==> src/rtl/memory_read_data_selector_if.sv <==
// rtl/memory_read_data_selector_if.sv - Fetch, R-channel and fragment stream bundle for the read data selector
interface memory_read_data_selector_if #(
  parameter int STREAM_WIDTH = 32,
  parameter int ADDR_WIDTH   = 32,
  parameter int ID_WIDTH     = 8,
  parameter int PIXEL_WIDTH  = 16
);
  logic                    s_fetch_axis_tvalid;
  logic                    s_fetch_axis_tlast;
  logic                    s_fetch_axis_tready;
  logic [ADDR_WIDTH-1:0]   s_fetch_axis_tdest;

  logic [ID_WIDTH-1:0]     s_mem_axi_rid;
  logic [STREAM_WIDTH-1:0] s_mem_axi_rdata;
  logic [1:0]              s_mem_axi_rresp;
  logic                    s_mem_axi_rlast;
  logic                    s_mem_axi_rvalid;
  logic                    s_mem_axi_rready;

  logic                    m_frag_axis_tvalid;
  logic                    m_frag_axis_tready;
  logic [PIXEL_WIDTH-1:0]  m_frag_axis_tdata;
  logic                    m_frag_axis_tlast;

  logic [1:0]              status_err;

  modport slave (
    input  s_fetch_axis_tvalid, s_fetch_axis_tlast, s_fetch_axis_tdest,
    output s_fetch_axis_tready,
    input  s_mem_axi_rid, s_mem_axi_rdata, s_mem_axi_rresp, s_mem_axi_rlast, s_mem_axi_rvalid,
    output s_mem_axi_rready,
    output m_frag_axis_tvalid, m_frag_axis_tdata, m_frag_axis_tlast,
    input  m_frag_axis_tready,
    output status_err
  );

  modport master (
    output s_fetch_axis_tvalid, s_fetch_axis_tlast, s_fetch_axis_tdest,
    input  s_fetch_axis_tready,
    output s_mem_axi_rid, s_mem_axi_rdata, s_mem_axi_rresp, s_mem_axi_rlast, s_mem_axi_rvalid,
    input  s_mem_axi_rready,
    input  m_frag_axis_tvalid, m_frag_axis_tdata, m_frag_axis_tlast,
    output m_frag_axis_tready,
    input  status_err
  );
endinterface

==> src/rtl/memory_read_data_selector.sv <==
// rtl/memory_read_data_selector.sv - Pairs fetch requests with R beats and emits one selected pixel per fetch
// Optional RID sequence check enabled by defining MEMORY_READ_RID_CHECK_EN.
module memory_read_data_selector #(
  parameter int STREAM_WIDTH = 32,
  parameter int ADDR_WIDTH   = 32,
  parameter int ID_WIDTH     = 8,
  parameter int PIXEL_WIDTH  = 16
) (
  input  logic                         aclk,
  input  logic                         resetn,
  memory_read_data_selector_if.slave   bus
);
  localparam int LANES  = STREAM_WIDTH / PIXEL_WIDTH;
  localparam int IDX_W  = $clog2(LANES);
  localparam int IDX_WS = (IDX_W > 0) ? IDX_W : 1;
  localparam int TAG_W  = ADDR_WIDTH - IDX_W;

  typedef enum logic {ACCEPT, WAIT_R} state_t;

  state_t                               state, state_next;
  logic [TAG_W-1:0]                     last_tag;
  logic [LANES-1:0][PIXEL_WIDTH-1:0]    beat_buf;
  logic [LANES-1:0][PIXEL_WIDTH-1:0]    r_lanes;
  logic [IDX_WS-1:0]                    pend_idx;
  logic                                 pend_last;
  logic [IDX_WS-1:0]                    fetch_idx;
  logic [TAG_W-1:0]                     fetch_tag;
  logic                                 fetch_hit;
  logic                                 fetch_hs;
  logic                                 r_hs;
  logic                                 out_free;
  logic                                 fetch_tready;
  logic                                 rready;
  logic                                 tvalid_q;
  logic                                 tlast_q;
  logic [PIXEL_WIDTH-1:0]               tdata_q;
  logic                                 rresp_err;
  logic                                 rid_err;

  generate
    if (IDX_W > 0) begin : g_idx
      assign fetch_idx = bus.s_fetch_axis_tdest[IDX_W-1:0];
    end else begin : g_no_idx
      assign fetch_idx = '0;
    end
  endgenerate

  assign fetch_tag = bus.s_fetch_axis_tdest[ADDR_WIDTH-1:IDX_W];
  assign fetch_hit = (fetch_tag == last_tag);
  assign r_lanes   = bus.s_mem_axi_rdata;
  // The output slot is free when empty or being drained this cycle
  assign out_free  = !tvalid_q || bus.m_frag_axis_tready;
  assign fetch_hs  = bus.s_fetch_axis_tvalid && fetch_tready;
  assign r_hs      = bus.s_mem_axi_rvalid && rready;

  always_ff @(posedge aclk or negedge resetn) begin
    if (!resetn) begin
      state <= ACCEPT;
    end else begin
      state <= state_next;
    end
  end

  always_comb begin
    state_next   = state;
    fetch_tready = 1'b0;
    rready       = 1'b0;
    case (state)
      ACCEPT: begin
        fetch_tready = out_free;
        if (bus.s_fetch_axis_tvalid && out_free && !fetch_hit) begin
          state_next = WAIT_R;
        end
      end
      WAIT_R: begin
        rready = 1'b1;
        if (bus.s_mem_axi_rvalid) begin
          state_next = ACCEPT;
        end
      end
      default: state_next = ACCEPT;
    endcase
  end

  always_ff @(posedge aclk or negedge resetn) begin
    if (!resetn) begin
      last_tag  <= '1;
      beat_buf  <= '0;
      pend_idx  <= '0;
      pend_last <= 1'b0;
      tvalid_q  <= 1'b0;
      tlast_q   <= 1'b0;
      tdata_q   <= '0;
      rresp_err <= 1'b0;
    end else begin
      // Tag tracking mirrors the address generator so beats and misses stay one-to-one
      if (fetch_hs) begin
        last_tag <= bus.s_fetch_axis_tlast ? '1 : fetch_tag;
        if (!fetch_hit) begin
          pend_idx  <= fetch_idx;
          pend_last <= bus.s_fetch_axis_tlast;
        end
      end
      if (r_hs) begin
        beat_buf <= r_lanes;
      end
      if (fetch_hs && fetch_hit) begin
        tvalid_q <= 1'b1;
        tdata_q  <= beat_buf[fetch_idx];
        tlast_q  <= bus.s_fetch_axis_tlast;
      end else if (r_hs) begin
        tvalid_q <= 1'b1;
        tdata_q  <= r_lanes[pend_idx];
        tlast_q  <= pend_last;
      end else if (bus.m_frag_axis_tready) begin
        tvalid_q <= 1'b0;
      end
      if (r_hs && (bus.s_mem_axi_rresp != 2'b00)) begin
        rresp_err <= 1'b1;
      end
    end
  end

`ifdef MEMORY_READ_RID_CHECK_EN
  logic [ID_WIDTH-1:0] exp_id;
  logic                unused_inputs;

  always_ff @(posedge aclk or negedge resetn) begin
    if (!resetn) begin
      exp_id  <= ID_WIDTH'(1);
      rid_err <= 1'b0;
    end else if (r_hs) begin
      exp_id <= exp_id + ID_WIDTH'(1);
      if (bus.s_mem_axi_rid != exp_id) begin
        rid_err <= 1'b1;
      end
    end
  end

  assign unused_inputs = bus.s_mem_axi_rlast;
`else
  logic unused_inputs;

  assign rid_err       = 1'b0;
  assign unused_inputs = ^{bus.s_mem_axi_rlast, bus.s_mem_axi_rid};
`endif

  assign bus.s_fetch_axis_tready = fetch_tready;
  assign bus.s_mem_axi_rready    = rready;
  assign bus.m_frag_axis_tvalid  = tvalid_q;
  assign bus.m_frag_axis_tdata   = tdata_q;
  assign bus.m_frag_axis_tlast   = tlast_q;
  assign bus.status_err          = {rid_err, rresp_err};
endmodule

==> src/flat_wrapper.sv <==
// flat-port wrapper written by rule: the top's interface ports become plain ports
module memory_read_data_selector_flat 
#(
  parameter int STREAM_WIDTH = 32,
  parameter int ADDR_WIDTH   = 32,
  parameter int ID_WIDTH     = 8,
  parameter int PIXEL_WIDTH  = 16
)
  (aclk, resetn, bus_s_fetch_axis_tvalid, bus_s_fetch_axis_tlast, bus_s_fetch_axis_tdest, bus_s_fetch_axis_tready, bus_s_mem_axi_rid, bus_s_mem_axi_rdata, bus_s_mem_axi_rresp, bus_s_mem_axi_rlast, bus_s_mem_axi_rvalid, bus_s_mem_axi_rready, bus_m_frag_axis_tvalid, bus_m_frag_axis_tdata, bus_m_frag_axis_tlast, bus_m_frag_axis_tready, bus_status_err);
  memory_read_data_selector_if #(.STREAM_WIDTH(STREAM_WIDTH), .ADDR_WIDTH(ADDR_WIDTH), .ID_WIDTH(ID_WIDTH), .PIXEL_WIDTH(PIXEL_WIDTH)) bus_i ();
  input  logic aclk;
  input  logic resetn;
  input wire logic [$bits(bus_i.s_fetch_axis_tvalid)-1:0] bus_s_fetch_axis_tvalid;
  input wire logic [$bits(bus_i.s_fetch_axis_tlast)-1:0] bus_s_fetch_axis_tlast;
  input wire logic [$bits(bus_i.s_fetch_axis_tdest)-1:0] bus_s_fetch_axis_tdest;
  output wire logic [$bits(bus_i.s_fetch_axis_tready)-1:0] bus_s_fetch_axis_tready;
  input wire logic [$bits(bus_i.s_mem_axi_rid)-1:0] bus_s_mem_axi_rid;
  input wire logic [$bits(bus_i.s_mem_axi_rdata)-1:0] bus_s_mem_axi_rdata;
  input wire logic [$bits(bus_i.s_mem_axi_rresp)-1:0] bus_s_mem_axi_rresp;
  input wire logic [$bits(bus_i.s_mem_axi_rlast)-1:0] bus_s_mem_axi_rlast;
  input wire logic [$bits(bus_i.s_mem_axi_rvalid)-1:0] bus_s_mem_axi_rvalid;
  output wire logic [$bits(bus_i.s_mem_axi_rready)-1:0] bus_s_mem_axi_rready;
  output wire logic [$bits(bus_i.m_frag_axis_tvalid)-1:0] bus_m_frag_axis_tvalid;
  output wire logic [$bits(bus_i.m_frag_axis_tdata)-1:0] bus_m_frag_axis_tdata;
  output wire logic [$bits(bus_i.m_frag_axis_tlast)-1:0] bus_m_frag_axis_tlast;
  input wire logic [$bits(bus_i.m_frag_axis_tready)-1:0] bus_m_frag_axis_tready;
  output wire logic [$bits(bus_i.status_err)-1:0] bus_status_err;
  assign bus_i.s_fetch_axis_tvalid = bus_s_fetch_axis_tvalid;
  assign bus_i.s_fetch_axis_tlast = bus_s_fetch_axis_tlast;
  assign bus_i.s_fetch_axis_tdest = bus_s_fetch_axis_tdest;
  assign bus_s_fetch_axis_tready = bus_i.s_fetch_axis_tready;
  assign bus_i.s_mem_axi_rid = bus_s_mem_axi_rid;
  assign bus_i.s_mem_axi_rdata = bus_s_mem_axi_rdata;
  assign bus_i.s_mem_axi_rresp = bus_s_mem_axi_rresp;
  assign bus_i.s_mem_axi_rlast = bus_s_mem_axi_rlast;
  assign bus_i.s_mem_axi_rvalid = bus_s_mem_axi_rvalid;
  assign bus_s_mem_axi_rready = bus_i.s_mem_axi_rready;
  assign bus_m_frag_axis_tvalid = bus_i.m_frag_axis_tvalid;
  assign bus_m_frag_axis_tdata = bus_i.m_frag_axis_tdata;
  assign bus_m_frag_axis_tlast = bus_i.m_frag_axis_tlast;
  assign bus_i.m_frag_axis_tready = bus_m_frag_axis_tready;
  assign bus_status_err = bus_i.status_err;
  memory_read_data_selector #(.STREAM_WIDTH(STREAM_WIDTH), .ADDR_WIDTH(ADDR_WIDTH), .ID_WIDTH(ID_WIDTH), .PIXEL_WIDTH(PIXEL_WIDTH)) u_core (.aclk(aclk), .resetn(resetn), .bus(bus_i));
endmodule
==> config.mk <==
export PLATFORM = sky130hd
export DESIGN_NAME = memory_read_data_selector_flat
export DESIGN_NICKNAME = d
export VERILOG_FILES = /design/src/rtl/memory_read_data_selector_if.sv /design/src/rtl/memory_read_data_selector.sv /design/src/flat_wrapper.sv
export SDC_FILE = /design/constraint.sdc
export NUM_CORES = 1
export LEC_CHECK = 0
export ABC_AREA = 1
export CAP_MARGIN = 20
export CORE_MARGIN = 2
export CORE_UTILIZATION = 58
export CTS_CLUSTER_DIAMETER = 200
export CTS_CLUSTER_SIZE = 25
export DETAILED_ROUTE_END_ITERATION = 7
export DONT_BUFFER_PORTS = 1
export PLACE_DENSITY_LB_ADDON = 0.15
export SYNTH_ARGS = -nofsm -noshare
export SYNTH_HDL_FRONTEND = slang
export SYNTH_SLANG_ARGS = --single-unit
==> constraint.sdc <==
create_clock -name aclk -period 1.7 [get_ports aclk]
set_clock_uncertainty 0.05 [all_clocks]
set_input_delay 0.425 -clock aclk [delete_from_list [all_inputs] [get_ports aclk]]
set_output_delay 0.425 -clock aclk [all_outputs]
set_load 0.02 [all_outputs]
-- Word level (Yosys, flattened, before mapping)
Cells that the tools add are included.
- word-level logic and storage cells: 45
- register bits: 85
- bits of input ports: 81
- output and inout port bits: 22
- reductions and logical operators: 13
- bitwise logic cells: 2
- equality and inequality tests: 1
- magnitude comparators: 2
- mux-type cells: 17
- operators with widths (cell ; number):
    two-way mux 16 bit ; 6
    == test 31 bit ; 1
    two-way mux 31 bit ; 1
    two-way mux 1 bit ; 9
    logical AND 1 bit ; 6
    < comparator 1 x 2 -> 1 bit (second input constant) ; 2
    nonzero test 2 bit ; 2
    nonzero test 3 bit ; 1
    logical NOT 1 bit ; 2
    NOT 1 bit ; 2
    one-hot mux 1 bit (2 select lines) ; 1
    AND reduction 2 bit ; 1
    logical OR 1 bit ; 1

-- Logic depth before layout (Yosys ltp)
Gate-level depths: netlist of the first run.
- depth after elaboration: 6
- gate-level depth with buffers: 13
- gate-level depth less buffers: 12

-- Least setup slack after synthesis of the first run
No wires, ideal clock.
- kind: register to register
- start: register u_core.tvalid_q, in the netlist u_core.bus.m_frag_axis_tvalid
- end: register u_core.tdata_q[15], in the netlist u_core.bus.m_frag_axis_tdata[15]
- setup time: 0.117 ns
- buffers on the path: 2
- cell stages (with the launch flop): 9
- period minus slack after synthesis: 1.856 ns
- path slack: -0.156 ns
- data arrival time: 1.689 ns
- data required time: 1.533 ns
- cells stage by stage: dfrtp_1 a21oi_1 nand2_2 inv_1 buf_4 buf_4 nand3_1 nand2_1 nand2_1
- longest elaborated chain between the ends: 6
- elaborated cells on any way between the ends: 7
- those cells by class: mux (2); reduce/logical (5)
- RTL lines (element ; RTL line ; RTL):
    from (decl) ; memory_read_data_selector.sv:34 ; logic tvalid_q;
    from (signal assigned) ; memory_read_data_selector.sv:91 ; tvalid_q <= 1'b0;
    from (signal assigned) ; memory_read_data_selector.sv:108 ; tvalid_q <= 1'b1;
    from (signal assigned) ; memory_read_data_selector.sv:112 ; tvalid_q <= 1'b1;
    logical NOT 1 bit * ; memory_read_data_selector.sv:52 ; assign out_free = !tvalid_q || bus.m_frag_axis_tready;
    logical OR 1 bit * ; memory_read_data_selector.sv:52 ;
    two-way mux 1 bit * ; memory_read_data_selector.sv:68 ; case (state)
    net bus_s_fetch_axis_tready ; flat_wrapper.sv:16 ; output wire logic [$bits(bus_i.s_fetch_axis_tready)-1:0] bus_s_fetch_axis_tready;
    logical AND 1 bit * ; memory_read_data_selector.sv:53 ; assign fetch_hs = bus.s_fetch_axis_tvalid && fetch_tready;
    logical AND 1 bit * ; memory_read_data_selector.sv:107 ; if (fetch_hs && fetch_hit) begin
    two-way mux 16 bit / nonzero test 2 bit (equally long branches) ; -- ;
    to (signal assigned) ; memory_read_data_selector.sv:109 ; tdata_q <= beat_buf[fetch_idx];
    to (signal assigned) ; memory_read_data_selector.sv:113 ; tdata_q <= r_lanes[pend_idx];
    to (decl) ; memory_read_data_selector.sv:36 ; logic [PIXEL_WIDTH-1:0] tdata_q;
Mark *: on every way through the listed nets, which the timed path passes. The rest lies on a longest branch.
A chain may end at the register's enable or synchronous reset.

-- Worst setup path after layout of the first run
- start: register u_core.last_tag[24]
- end: register u_core.tdata_q[4], in the netlist u_core.bus.m_frag_axis_tdata[4]
- longest elaborated chain between the ends: 3
- elaborated cells on any way between the ends: 4
- those cells by class: eq/ne (1); mux (1); reduce/logical (2)
- RTL lines (element ; RTL line ; RTL):
    from (decl) ; memory_read_data_selector.sv:21 ; logic [TAG_W-1:0] last_tag;
    from (signal assigned) ; memory_read_data_selector.sv:98 ; last_tag <= bus.s_fetch_axis_tlast ? '1 : fetch_tag;
    == test 31 bit * ; memory_read_data_selector.sv:49 ; assign fetch_hit = (fetch_tag == last_tag);
    logical AND 1 bit * ; memory_read_data_selector.sv:107 ;
    two-way mux 16 bit / nonzero test 2 bit (equally long branches) ; -- ;
Mark *: on every way between the ends. The rest lies on a longest branch, timed or not.

==> results of run 1 <==
-- critical path: stages, from the launching register on --
cell and delay [ns]:
dfstp_2 0.55, inv_1 0.05, nand2_1 0.05, nand2_1 0.05, nor2_1 0.11, nand2_1 0.09, nor2_2 0.12, nand2_2 0.10
nor2_4 0.13, buf_12 0.16, nand3_1 0.08, nand2_1 0.08, nand2_1 0.05
-- cells by family (layout without fill, tap and decap cells) --
| group | Yosys count | count (layout) |
|---|---|---|
| buffers and inverters | 128 | 130 |
| muxes | 11 | 11 |
| other | 1 | 1 |
| DFF | 85 | 85 |
| and+or+nand+nor | 335 | 335 |
| AOI/OAI and AO/OA | 111 | 111 |
| xor gates and xnor gates | 8 | 8 |
-- through the flow --
stage	hold WS [ns]	setup WS (ns)	setup TNS, ns	cells	util [%]
after global routing	-0.323	-0.228	-3.92	786	64.3
after floorplan	0.0794	0.0238	0	679	-
after CTS	-0.314	-0.117	-1.82	786	64.0
final	-0.291	-0.0935	-1.37	786	64.3
after global placement	0.0836	-0.0583	-0.714	770	60.9
after detailed placement	0.0830	-0.0771	-0.996	770	60.9
-- sequential cells by signal, indices dropped and copies added (netlist names) --
name                           flops
u_core.beat_buf                   32
u_core.pend_last                   1
u_core.pend_idx                    1
u_core.bus.m_frag_axis_tlast       1
u_core.bus.m_frag_axis_tvalid      1
u_core.bus.m_frag_axis_tdata      16
u_core.state                       1
u_core.last_tag                   31
u_core.rresp_err                   1
-- cell type report --
class | count | area share [%]
clock buffers | 9 | 2.38
repair buffers | 19 | 3.70
inverters | 95 | 6.85
multi-input cells | 466 | 40.5
well taps | 105 | 2.53
clock inverters | 7 | 2.36
flip-flops and latches | 85 | 41.6
-- final timing paths --
path	from	end	slack, ns
min in group aclk	bus_s_mem_axi_rvalid	u_core.state	0.11
hold / removal	resetn	u_core.beat_buf[2]	-0.29
hold reg to reg	u_core.pend_last	u_core.pend_last	0.43
setup / recovery	u_core.last_tag[24]	u_core.bus.m_frag_axis_tdata[4]	-0.09
setup reg to reg	u_core.last_tag[24]	u_core.bus.m_frag_axis_tdata[4]	-0.09
max in group asynchronous	resetn	u_core.last_tag[30]	1.69
-- metal layers --
metal | vias to the layer above | part of all wire [%]
li1 | 2078 | -
met1 | 1872 | 43
met2 | 103 | 49
met3 | 10 | 7.2
met4 | 0 | 1.1
met5 | - | 0
-- what timing repair did --
| action | 4_1_cts | 5_1_grt |
|---|---|---|
| cloned | 0 | 0 |
| setup endpoints to repair | 20 | 21 |
| hold endpoints to repair | 85 | 85 |
| resized for setup | 0 | 9 |
-- cell usage after synthesis, drive strengths merged --
master / number
nand4: 1
xnor2: 7
dfrtp: 54
o21ai: 99
clkbuf: 19
a21oi: 7
o211ai: 4
nand3: 37
mux2i: 11
inv: 95
and2: 1
nor2: 33
xor2: 1
buf: 14
nand2: 263
o21bai: 1
conb: 1
dfstp: 31
-- report_power, final --
part | leakage (nW) | internal, W | total (W) | switching, W
logic | 1.68 | 0.000772 | 0.00188 | 0.00111
registers | 0.990 | 0.00289 | 0.00353 | 0.000641
clock network | 0.121 | 0.000986 | 0.00177 | 0.000780
==> out/qor.txt, run 1 <==
Synth top area share: 28.3%
grt met1 use: 30.5%
Setup Viol. Count Final: 20
Starting Density: 59.0%
largest family of logic cells by synthesized area: simple AND/OR/NAND/NOR gates
hpwl dp: 6960 microns
met2 capacity usage during global routing: 41.4%
multi-input logic area: 2110 sq um
Synth cell types: 27
die area: 8970 sq um
fill count: 684
Pwr per Cell Area: 1380 nW/um^2
clock latency on the worst-skew pair: 0.36 ns
Cell Area, Placed: 4930 sq um
peak supply drop: 0.000694 V
Layout area overhead: 9.05%
Synth area leader: dfrtp_1
Post-CTS Setup Bufs: 0
RSZ-0062 raised after global routing: yes
max-slew violations: 0
CTS buffer count: 9
GRT Total Usage: 24.7%
drt initial violations: 182
Avg Vias per Cell: 5.17
FP Rows: 33
Synth Cell Area: 4770 sq um
I/O Buffers: 0
final worst slack: -0.0935 ns
total power: 0.00718 W
Die W: 94.7 microns
clock root buffer: clkbuf_8
hold crit path type: in -> async
reg2reg path depth: 12
fin crit share: 105%
upper clock frequency limit: 0.558 GHz
Post-Syn Instances: 679
share of post-route cells with drive strength above 1: 12.2%
main area contributors after synthesis: dfrtp_1 (28%), nand2_1 (21%), dfstp_2 (17%)
Crit Path Class: reg -> reg
pin count of the biggest net entering global routing: 86
Seq. cell area: 2170 sq um
H-tree depth: 3
post-DR wirelength/cell: 13.3 microns
CP max FO: 18
Core Box Area: 8090 sq um
fin area: 5200 sq um
Syn. warnings: 0
Static Leakage: 2.79 nW
Routability Congestion: 0.816
most frequent cells in the layout: nand2_1 (259), o21ai_0 (98), inv_1 (93)
GR Overflow Total: 0
Compound-Gate Fraction of Synth Area: 11.9%
Synth Area per Inst: 7.03 sq um
CTS sink count: 85
Setup crit end kind: register
ant diodes: 0
final hold violation count: 85
violated checks: hold timing, setup timing
Routed Antenna Nets: 0
antenna violations before repair: 0
status: complete, but fails checks
CTS tree: built
post-synthesis simple-gate area fraction: 27.8%
Die Span Y: 94.7 microns
vias in the first global route: 3885
clock slew at reported path FFs: 0.09 ns
synthesized-area fraction occupied by adder cells: 0%
met3 Use GR: 7.02%
Max-Cap Viols: 0
worst hold margin: -0.291 ns
mux contribution to synthesized area: 2.31%
routed wire length: 10500 microns
Synth Register Bits: 85
via count: 4063
busiest grt layer: met2
first-pass GRT wire length: 17300 microns
Critical Path RT: 1.90 ns
Crit path arrival time: 1.99 ns
Remaining DRCs: 0
CTS max path bufs: 2
Worst setup SP type: register
Period minus WS final: 1.79 ns
XOR/XNOR share of the synthesized area: 1.47%
commonest non-fill, non-tap cell in the layout: nand2_1
Post-Syn Nets: 760
router iterations before antenna repair: 5
share of the yosys chip area belonging to registers: 45.4%
Final #Nets: 757
I/O pin cnt: 103
(Power assumes the default switching activity.)
==> inputs of run 2 (changes only) <==
--- a/config.mk
+++ b/config.mk
@@ -8,12 +8,13 @@
 export ABC_AREA = 1
 export CAP_MARGIN = 20
 export CORE_MARGIN = 2
-export CORE_UTILIZATION = 58
+export CORE_UTILIZATION = 65
 export CTS_CLUSTER_DIAMETER = 200
 export CTS_CLUSTER_SIZE = 25
 export DETAILED_ROUTE_END_ITERATION = 7
 export DONT_BUFFER_PORTS = 1
 export PLACE_DENSITY_LB_ADDON = 0.15
+export REMOVE_ABC_BUFFERS = 1
 export SYNTH_ARGS = -nofsm -noshare
 export SYNTH_HDL_FRONTEND = slang
 export SYNTH_SLANG_ARGS = --single-unit
==> constraint.sdc (replaced) <==
create_clock -name aclk -period 2.31 [get_ports aclk]
set_clock_uncertainty 0.05 [all_clocks]
set_input_delay 0.5775 -clock aclk [delete_from_list [all_inputs] [get_ports aclk]]
set_output_delay 0.5775 -clock aclk [all_outputs]
set_load 0.02 [all_outputs]
==> run 2 against run 1 <==
Compared with the run above:
- the run now ends clean
- critical path depth stayed put
- register-to-register slack better by 0.46 ns
- sequential cell count stayed put
- global-route usage is 1.7 points higher
- cell area is 2.1% lower
- clock power is 33% lower
- sequential power is 26% lower
- die area is 10% lower
- non-clock buffer count is 5 lower
==> out/qor.txt, run 2 (synthesis results as in run 1) <==
GR Overflow Total: 0
hold crit path type: in -> async
Worst path most repeated cell: nand2_1
peak supply drop: 0.000659 V
Pwr per Cell Area: 1000 nW/um^2
ant diodes: 0
RSZ-0062 raised after global routing: no
Die Span Y: 89.7 microns
max-slew violations: 0
routed wire length: 10200 microns
Routed Antenna Nets: 0
CTS tree: built
busiest grt layer: met2
Total Neg Setup Slack: 0 ns
H-tree depth: 3
met3 Use GR: 5.67%
grt met1 use: 32.8%
router iterations before antenna repair: 4
CP max FO: 18
Worst setup SP type: register
Period minus WS final: 1.94 ns
Slew @ Worst Pin: 0.847 ns
pre-CTS setup slack: 0.298 ns
Top reg by flops: u_core.beat_buf
met2 capacity usage during global routing: 44.3%
Die W: 89.7 microns
final hold violation count: 0
final worst slack: 0.367 ns
first-pass GRT wire length: 16300 microns
max FFs per register: 32
Setup Viol. Count Final: 0
Final #Nets: 752
clock slew at reported path FFs: 0.09 ns
fill count: 584
antenna violations before repair: 0
via count: 4022
crit path launch: u_core.last_tag[7]
Critical Path RT: 2.51 ns
CP peak stage delay: 0.54 ns
CTS buffer count: 9
clock latency on the worst-skew pair: 0.36 ns
die area: 8040 sq um
CTS max path bufs: 2
worst r2r src: u_core.last_tag[7]
Crit Path Class: reg -> reg
Resized Gates After CTS: 0
upper clock frequency limit: 0.515 GHz
post-DR wirelength/cell: 13.2 microns
Final Core Density: 71.0%
CP max stage cell: dfstp_2
Max-Cap Viols: 0
Post-CTS Setup Bufs: 0
clock root buffer: clkbuf_8
Setup crit end kind: register
Core Box Area: 7180 sq um
I/O pin cnt: 103
worst path cell trace: inv_1, nand2_1, nand2_1, nor2_1, nand2_1, nor2_1, nand2_1, nor2_4, buf_4, nand3_1, nand2_1, nand2_1
Critical path buffers and inverters: 2
hpwl dp: 6570 microns
CP delay by family, top: simple AND/OR/NAND/NOR gates
status: complete, no violations
Rel. slew slack: 43.3%
most frequent cells in the layout: nand2_1 (261), o21ai_0 (98), inv_1 (93)
vias in the first global route: 3676
share of post-route cells with drive strength above 1: 9.47%
CTS sink count: 85
Avg Vias per Cell: 5.19
I/O Buffers: 0
FP Rows: 31
drt initial violations: 158
GRT Total Usage: 26.4%
commonest non-fill, non-tap cell in the layout: nand2_1
Layout area overhead: 6.74%
Remaining DRCs: 0
Static Leakage: 2.74 nW
Starting Density: 66.5%
fin crit share: 84.1%
worst hold margin: 0.0378 ns
pin count of the biggest net entering global routing: 64
Routability Congestion: 0.771
Crit path arrival time: 2.14 ns
[run 2: final timing paths]
path	end	slack [ns]	cells after the start
max in group asynchronous	u_core.last_tag[11]	1.04	1
hold reg to reg	u_core.beat_buf[4]	0.44	2
min in group aclk	u_core.state	0.27	1
setup reg to reg	u_core.bus.m_frag_axis_tdata[4]	0.37	12
hold / removal	u_core.bus.m_frag_axis_tdata[5]	0.04	1
setup / recovery	u_core.bus.m_frag_axis_tdata[4]	0.37	12
[run 2: layer usage]
layer | wire (microns) | share of wire (%)
met1 | 4280 | 42
met2 | 5030 | 49
met3 | 659 | 6.5
met4 | 234 | 2.3
met5 | 0 | 0
[run 2: layout make-up]
class / count / area (sq um) / share of cell area, %
multi-input cells: 466 / 2080 / 40.9
inverters: 95 / 357 / 7.00
clock inverters: 6 / 85.1 / 1.67
repair buffers: 14 / 143 / 2.80
clock buffers: 10 / 138 / 2.70
well taps: 99 / 124 / 2.43
flip-flops and latches: 85 / 2170 / 42.5
[run 2: timing repair]
item / 4_1_cts / 5_1_grt
setup endpoints to repair: 0 / 0
hold buffers: 3 / 0
endpoints found under the hold margin: 63 / 0
[run 2: power by group]
group | internal (W) | total [W] | switching, W
Clock | 0.000638 | 0.00118 | 0.000541
Combinational | 0.000523 | 0.00134 | 0.000815
Sequential | 0.00213 | 0.00260 | 0.000470
Total | 0.00329 | 0.00511 | 0.00183
[run 2: metrics by stage]
step	instance area, sq um	std cells	total power [W]
2_1_floorplan	4600	646	0.00357
3_3_place_gp	4820	756	0.00383
3_5_place_dp	4820	756	0.00392
4_1_cts	5090	775	0.00515
5_1_grt	5090	775	0.00549
6_report	5090	775	0.00511
==> inputs of run 3 (changes only) <==
--- a/config.mk
+++ b/config.mk
@@ -8,7 +8,7 @@
 export ABC_AREA = 1
 export CAP_MARGIN = 20
 export CORE_MARGIN = 2
-export CORE_UTILIZATION = 65
+export CORE_UTILIZATION = 64
 export CTS_CLUSTER_DIAMETER = 200
 export CTS_CLUSTER_SIZE = 25
 export DETAILED_ROUTE_END_ITERATION = 7
==> constraint.sdc (replaced) <==
create_clock -name aclk -period 1.8 [get_ports aclk]
set_clock_uncertainty 0.05 [all_clocks]
set_input_delay 0.45 -clock aclk [delete_from_list [all_inputs] [get_ports aclk]]
set_output_delay 0.45 -clock aclk [all_outputs]
set_load 0.02 [all_outputs]
==> run 3 against run 2 <==
Compared with the run above:
- the flow now finishes with violations (hold timing)
- hold slack worse by 0.30 ns
- critical path depth unchanged
- worst setup slack worse by 0.36 ns
- cell count up 0.77%
- clock power up 29%
- die area up 1.5%
- largest cell class unchanged
- largest power group unchanged
- highest routed layer unchanged
==> out/qor.txt, run 3 (synthesis results as in run 1) <==
pre-CTS setup slack: -0.00741 ns
I/O Buffers: 0
upper clock frequency limit: 0.556 GHz
routed wire length: 11000 microns
Die W: 90.3 microns
first-pass GRT wire length: 18000 microns
CP peak stage delay: 0.54 ns
Avg Vias per Cell: 5.37
Static Leakage: 2.82 nW
fin crit share: 99.9%
Pwr per Cell Area: 1270 nW/um^2
Period minus WS final: 1.80 ns
Die Span Y: 90.3 microns
antenna violations before repair: 0
max-slew violations: 0
CP max stage cell: dfstp_2
ant diodes: 0
crit path launch: u_core.last_tag[7]
router iterations before antenna repair: 5
post-DR wirelength/cell: 14.1 microns
Crit Path Class: reg -> reg
via count: 4193
Cell Area, Placed: 4890 sq um
worst path cell trace: inv_1, nand2_1, nand2_1, nor2_2, and2_4, nand2_4, nor2_4, nand3_4, clkbuf_16, nand2_1, nand2_1, nand2_1
GRT Total Usage: 26.9%
GR Overflow Total: 0
Starting Density: 65.8%
Worst setup SP type: register
clock slew at reported path FFs: 0.09 ns
hpwl dp: 6820 microns
Worst path most repeated cell: nand2_1
R2R setup slack: 0.003 ns
Total Neg Setup Slack: 0 ns
pin count of the biggest net entering global routing: 86
Crit path arrival time: 2.04 ns
die area: 8160 sq um
Setup Viol. Count Final: 0
CP max FO: 6
Critical Path End: u_core.bus.m_frag_axis_tdata[14]
placed cell count: 759
status: complete, but fails checks
peak supply drop: 0.000658 V
final hold violation count: 85
Routed Antenna Nets: 0
FP Rows: 31
H-tree depth: 3
Final #Nets: 758
hold crit path type: in -> async
clock latency on the worst-skew pair: 0.35 ns
Max-Cap Viols: 0
CTS buffer count: 9
most frequent cells in the layout: nand2_1 (253), o21ai_0 (98), inv_1 (88)
final worst slack: 0.00270 ns
fin area: 5270 sq um
CTS tree: built
drt initial violations: 195
Setup crit end kind: register
CTS sink count: 85
Layout area overhead: 10.4%
CTS max path bufs: 2
Remaining DRCs: 0
reg2reg end: u_core.bus.m_frag_axis_tdata[14]
vias in the first global route: 4055
clock root buffer: clkbuf_8
I/O pin cnt: 103
Top reg by flops: u_core.beat_buf
share of post-route cells with drive strength above 1: 13.6%
reg2reg path depth: 12
violated checks: hold timing
RSZ-0062 raised after global routing: yes
worst hold margin: -0.259 ns
commonest non-fill, non-tap cell in the layout: nand2_1
Critical Path RT: 2.05 ns
max FFs per register: 32
Core Box Area: 7250 sq um
worst r2r src: u_core.last_tag[7]
fin cells: 781
Routability Congestion: 0.762
## run 3: through the flow
step | utilization (%) | power (W)
after CTS | 70.6 | 0.00661
after global placement | 67.5 | 0.00495
final | 72.6 | 0.00667
after floorplan | - | 0.00459
after detailed placement | 67.5 | 0.00508
after global routing | 72.6 | 0.00716
## run 3: worst min-delay path by stage
| stage | to | slack [ns] | cells past startpoint |
|---|---|---|---|
| floorplan | u_core.beat_buf[0] | 0.10 | 0 |
| global placement | u_core.bus.m_frag_axis_tvalid | 0.11 | 0 |
| detailed placement | u_core.bus.m_frag_axis_tdata[13] | 0.11 | 0 |
| CTS | u_core.bus.m_frag_axis_tdata[1] | -0.28 | 0 |
| global route | u_core.bus.m_frag_axis_tvalid | -0.29 | 0 |
| finish | u_core.bus.m_frag_axis_tdata[2] | -0.26 | 0 |
## run 3: repair_timing
item / in CTS / in global routing
setup buffers: 0 / 1
resized for setup: 2 / 24
endpoints found under the hold margin: 85 / 85
endpoints found under the setup margin: 1 / 20
cloned: 0 / 5
pin swaps: 0 / 6
## run 3: where the power goes
group          leakage [nW]  total, W  switching, W  internal (W)
Sequential            0.990   0.00335      0.000620       0.00273
Combinational          1.72   0.00180       0.00107      0.000722
Clock                 0.108   0.00152      0.000693      0.000826
## run 3: layout make-up
type                       count  area (sq um)
sequential                    85          2170
multi-input combinational    466          2140
fill                         597          1990
inverter                      95           358
timing repair buffer          20           259
clock buffer                  13           149
tap                           99           124
clock inverter                 3          68.8
## run 3: worst max-delay path, delay by kind of cell, from the launching register on
kind,cells,cell delay [ns]
DFF,1,0.54
buffers and inverters,2,0.27
and+or+nand+nor,10,0.87
## run 3: layer usage
layer	up-vias	routed length [microns]	GRT usage, %
met2	130	5590	47.6
li1	2080	-	-
met5	-	0	0
met4	0	287	10.5
met3	20	691	4.67
met1	1963	4460	32.7
